==> src/rtl/add_sub_pkg.sv <==
// add_sub_pkg: shared constants and helpers for the add/sub normalisation stage
package add_sub_pkg;
  function automatic int emax(input int size_exp);
    return (1 << size_exp) - 1;
  endfunction
endpackage

==> src/rtl/add_sub_lzc.sv <==
// add_sub_lzc: combinational leading-zero count with all-zero flag
module add_sub_lzc #(
  parameter int SIZE_DATA = 32,
  parameter int SIZE_LOPD = $clog2(SIZE_DATA)
) (
  input  logic [SIZE_DATA-1:0] data,
  output logic [SIZE_LOPD-1:0] lz,
  output logic                 zero
);
  // scan upward so the highest set bit has the final say
  always_comb begin
    lz = '0;
    for (int i = 0; i < SIZE_DATA; i++) if (data[i]) lz = SIZE_LOPD'(SIZE_DATA - 1 - i);
    zero = ~|data;
  end
endmodule

==> src/rtl/add_sub_nor_pipe.sv <==
// add_sub_nor_pipe: two-stage normalisation of adder mantissa/exponent with backpressure
module add_sub_nor_pipe
  import add_sub_pkg::*;
#(
  parameter int SIZE_DATA = 32,
  parameter int SIZE_EXP  = 8,
  parameter int SIZE_LOPD = $clog2(SIZE_DATA)
) (
  input  logic                 i_clk,
  input  logic                 i_rst,
  input  logic                 i_valid,
  output logic                 o_ready,
  input  logic                 i_overflow,
  input  logic [SIZE_DATA-1:0] i_mantissa,
  input  logic [SIZE_EXP-1:0]  i_exponent,
  output logic                 o_valid,
  input  logic                 i_ready,
  output logic [SIZE_DATA-1:0] o_mantissa,
  output logic [SIZE_EXP-1:0]  o_exponent,
  output logic                 o_zero,
  output logic                 o_exp_overflow,
  output logic                 o_underflow
);
  localparam int EMAX_I = emax(SIZE_EXP);
  localparam int CW = (SIZE_EXP > SIZE_LOPD ? SIZE_EXP : SIZE_LOPD) + 1;
  localparam logic [SIZE_EXP-1:0] EMAX = SIZE_EXP'(EMAX_I);
  typedef struct packed {
    logic                 zero;
    logic                 ovf;
    logic [SIZE_LOPD-1:0] lz;
    logic [SIZE_DATA-1:0] mantissa;
    logic [SIZE_EXP-1:0]  exponent;
  } s1_t;
  logic                 s1_valid, s1_en, s2_en, lz_zero, under, sat;
  logic [SIZE_LOPD-1:0] lz;
  logic [CW-1:0]        lz_w, e_w, sh;
  logic [SIZE_DATA-1:0] m_n;
  logic [SIZE_EXP-1:0]  e_n;
  s1_t                  s1, s1_d;
  assign s2_en   = !o_valid || i_ready;
  assign s1_en   = !s1_valid || s2_en;
  assign o_ready = s1_en;
  add_sub_lzc #(.SIZE_DATA(SIZE_DATA), .SIZE_LOPD(SIZE_LOPD)) u_lzc (
    .data(i_mantissa),
    .lz  (lz),
    .zero(lz_zero)
  );
  assign s1_d = '{zero: !i_overflow && lz_zero, ovf: i_overflow, lz: lz, mantissa: i_mantissa, exponent: i_exponent};
  // stage 1 valid bit, cleared on reset so in-flight beats are dropped
  always_ff @(posedge i_clk) begin
    if (i_rst) s1_valid <= 1'b0;
    else if (s1_en) s1_valid <= i_valid;
  end
  // stage 1 payload, loaded only with real beats
  always_ff @(posedge i_clk) begin
    if (s1_en && i_valid) s1 <= s1_d;
  end
  // stage 2 shift amount, exponent adjust and flag decode
  always_comb begin
    lz_w  = CW'(s1.lz);
    e_w   = CW'(s1.exponent);
    under = !s1.zero && !s1.ovf && lz_w >= e_w;
    sat   = s1.ovf && e_w >= CW'(EMAX_I - 1);
    sh    = under ? e_w : lz_w;
    m_n   = s1.zero ? '0 : s1.ovf ? {1'b1, s1.mantissa[SIZE_DATA-1:1]} : s1.mantissa << sh;
    e_n   = (s1.zero || under) ? '0 : sat ? EMAX : s1.ovf ? s1.exponent + 1'b1 : SIZE_EXP'(e_w - lz_w);
  end
  // stage 2 output registers; bubbles leave the previous data in place
  always_ff @(posedge i_clk) begin
    if (i_rst) begin
      o_valid        <= 1'b0;
      o_mantissa     <= '0;
      o_exponent     <= '0;
      o_zero         <= 1'b0;
      o_exp_overflow <= 1'b0;
      o_underflow    <= 1'b0;
    end else if (s2_en) begin
      o_valid <= s1_valid;
      if (s1_valid) begin
        o_mantissa     <= m_n;
        o_exponent     <= e_n;
        o_zero         <= s1.zero;
        o_exp_overflow <= sat;
        o_underflow    <= under;
      end
    end
  end
endmodule

==> config.mk <==
export PLATFORM = sky130hd
export DESIGN_NAME = add_sub_nor_pipe
export DESIGN_NICKNAME = d
export VERILOG_FILES = /design/src/rtl/add_sub_pkg.sv /design/src/rtl/add_sub_lzc.sv /design/src/rtl/add_sub_nor_pipe.sv
export SDC_FILE = /design/constraint.sdc
export NUM_CORES = 1
export LEC_CHECK = 0
export CORE_MARGIN = 3
export CORE_UTILIZATION = 55
export CTS_CLUSTER_SIZE = 10
export DETAILED_ROUTE_END_ITERATION = 8
export PLACE_DENSITY = 0.82
export SLEW_MARGIN = 10
export SYNTH_ARGS = -nofsm -noshare
export SYNTH_HDL_FRONTEND = slang
export SYNTH_SLANG_ARGS = --single-unit
==> constraint.sdc <==
create_clock -name i_clk -period 4.38 [get_ports i_clk]
set_input_delay 0.876 -clock i_clk [delete_from_list [all_inputs] [get_ports i_clk]]
set_output_delay 0.876 -clock i_clk [all_outputs]
set_load 0.03 [all_outputs]
==> reports/qor.txt <==
status: completed
CP max-delay cell: edfxtp_1
Avg Cell Area, Syn: 9.20 um^2
Final ANT Viol Nets: 0
Yosys Warn Count: 0
# DRC: 0
max cap viols: 0
share of layout cells above drive strength 1: 9.04%
port buffer count: 89
most common cell after layout, fill and taps aside: clkdlybuf4s50_1
Fillers: 853
CP endpoint kind: flop
Clock Tree Root: clkbuf_8
Seq/Total Area, Yosys: 38.8%
Slew Viols, Final: 0
Skew-Pair Late Insertion Delay: 370 ps
FFs w/ async S/R, synth: 0%
total CTS buffers: 9
Syn Inst Count: 648
crit path cell chain: inv_1, ha_1, fa_1, nand2b_1, a21oi_2, o32a_1, nand3_2, buf_12, mux2i_1, mux2i_1, mux2_2, a221oi_1, o211ai_1
CTS H-tree lvls: 3
post-synthesis cell area: 5960 um^2
Final nets: 778
library cells used by synthesis: 73
Worst Tran Pin Value: 1070 ps
post-CTS sizing: 0
Total GRT Usage: 31.6%
Hold Violations, Final: 0
Ant. Diodes: 0
initial antenna violation count: 0
largest net degree at the start of global routing: 48
Clock Tree Buf Depth: 2
worst endpoint required time: 4630 ps
DIE AREA: 12100 um^2
core area: 10400 um^2
DR pass1 iterations: 5
worst clock skew: 11.9 ps
vias in the first global route: 5219
Post-synth EDFFs: 47
WS Path Type: reg2reg
Overflow after GRT: 0
minimum clock period: 3880 ps
Fmax: 258 MHz
Clock transition at path regs: 90 ps
starting density of the core: 57.3%
Die Height: 110 um
DR iter-0 viols: 616
PwrDens: 309 nW/um^2
fin area: 7160 um^2
RSZ-0062 raised after global routing: false
routed len/inst: 21.7 um
Arr. time, crit path: 4130 ps
total power: 2.21 mW
syn nets: 701
via count: 5644
DP Wirelength: 14300 um
area growth from synthesis to layout: 20.1%
clk sink count: 92
Synth Register Bits: 92
Register Area: 2310 um^2
Multi-input gate area: 3410 um^2
row count: 37
first-pass GRT wire length: 28700 um
Die X: 110 um
GPL Wtd Cong: 1.02
# setup viols final: 0
max incr delay on CP: 440 ps
Pleak: 2.64 nW
Post-CTS Hold Buffers: 0
most frequent cells in the layout: 89 x clkdlybuf4s50_1, 68 x nand2_1, 59 x mux2i_1, 49 x a21oi_1
final WL: 18800 um
Worst Path Max Fanout: 23
post-route setup TNS: 0 ps
via/cell ratio: 6.52
CTS tree: built
relative slew slack: 28.8%
maximum vdd ir drop: 168 uV
DP Area: 6970 um^2
CP startpoint kind: flop
Hold Crit Class: reg2reg
top_reg_cell synth: edfxtp_1
Setup Fix Bufs, Post-CTS: 0
crit share post-route: 88.6%
most used cell, CP: mux2i_1
# IOs: 90
## sequential cells by signal, indices dropped and copies added, names as in the netlist
signal	flops
s1	34
o_mantissa	32
e_w	8
o_exponent	8
lz_w	5
o_exp_overflow	1
o_underflow	1
o_valid	1
o_zero	1
s1_valid	1
## area by class of cell
type,instances,share of cell area [%]
Timing Repair Buffer,103,14.1
Clock inverter,1,0.0699
Sequential cell,92,32.3
Multi-Input combinational cell,500,47.6
Clock buffer,15,2.64
Inverter,19,0.995
Tap cell,136,2.38
## cell families (layout without fill, tap and decap cells)
logic type                 count (synthesis)  after routing  synth area share [%]
AOI/OAI and AO/OA                        208            208                  23.6
and+or+nand+nor                          196            196                  16.0
DFF                                       92             92                  38.8
muxes                                     80             80                  14.6
buffers and inverters                     56            138                  4.11
adders and majority gates                  8              8                  1.80
xor gates and xnor gates                   8              8                  1.17
## cell usage after synthesis, drive strengths merged, types with 3 or more instances
cell type / instances / area, um^2
nor2: 49 / 189
ha: 7 / 87.6
a221oi: 12 / 105
dfxtp: 45 / 901
edfxtp: 47 / 1410
a31oi: 3 / 18.8
nand3: 20 / 118
a21oi: 50 / 254
or2: 3 / 18.8
mux2: 17 / 191
nor4: 7 / 58.8
a2111oi: 3 / 45.1
buf: 14 / 87.6
a22o: 5 / 43.8
o21ai: 48 / 240
inv: 19 / 71.3
and2: 7 / 46.3
a211oi: 5 / 37.5
o211ai: 10 / 75.1
o31ai: 7 / 52.6
nor2b: 4 / 25.0
xor2: 3 / 26.3
mux4: 4 / 90.1
nor3: 12 / 65.1
xnor2: 5 / 43.8
a32oi: 8 / 70.1
o21bai: 4 / 30.0
o22ai: 6 / 37.5
or4: 3 / 26.3
a21boi: 4 / 30.0
clkbuf: 23 / 86.3
nand2: 69 / 262
o2111ai: 3 / 26.3
mux2i: 59 / 591
nand4: 6 / 37.5
and3: 9 / 56.3
a22oi: 18 / 135
nand2b: 3 / 18.8
## stage by stage
step	hold WS [ps]	setup slack, ps	std cells	util [%]
after floorplan	496	1160	648	-
after global placement	442	686	850	66.9
after detailed placement	447	608	850	66.9
after CTS	465	575	866	68.8
after global routing	485	197	866	68.8
final	460	501	866	68.8
## path summary, 6_finish.rpt
path / startpoint / endpoint / slack [ps] / cells past startpoint
worst max-delay path: e_w[0] / o_mantissa[28] / 500 / 13
worst min-delay path: o_mantissa[16] / o_mantissa[16] / 460 / 2
worst max register to register: e_w[0] / o_mantissa[28] / 500 / 13
worst min register to register: o_mantissa[16] / o_mantissa[16] / 460 / 2
## metal layers
metal  GRT usage, %  vias up  wire length, um
met5              0        -                0
met4           11.0        0              495
met3           8.15       34             1980
met2           45.1      314             7790
met1           46.2     2655             8540
li1               -     2641                -
## critical path, delay by kind of cell (launching register included)
family | cells | cell delay, ps
compound gates | 4 | 1090
flops | 1 | 440
mux | 3 | 740
buf+inv | 2 | 390
simple gates | 2 | 460
fa+ha+maj | 2 | 630
## power breakdown
part           switching, mW  total [mW]  internal, mW
registers             0.0510        1.00         0.952
logic                  0.377       0.635         0.258
clock network          0.299       0.574         0.275
Power figures use the tool's default switching activity.
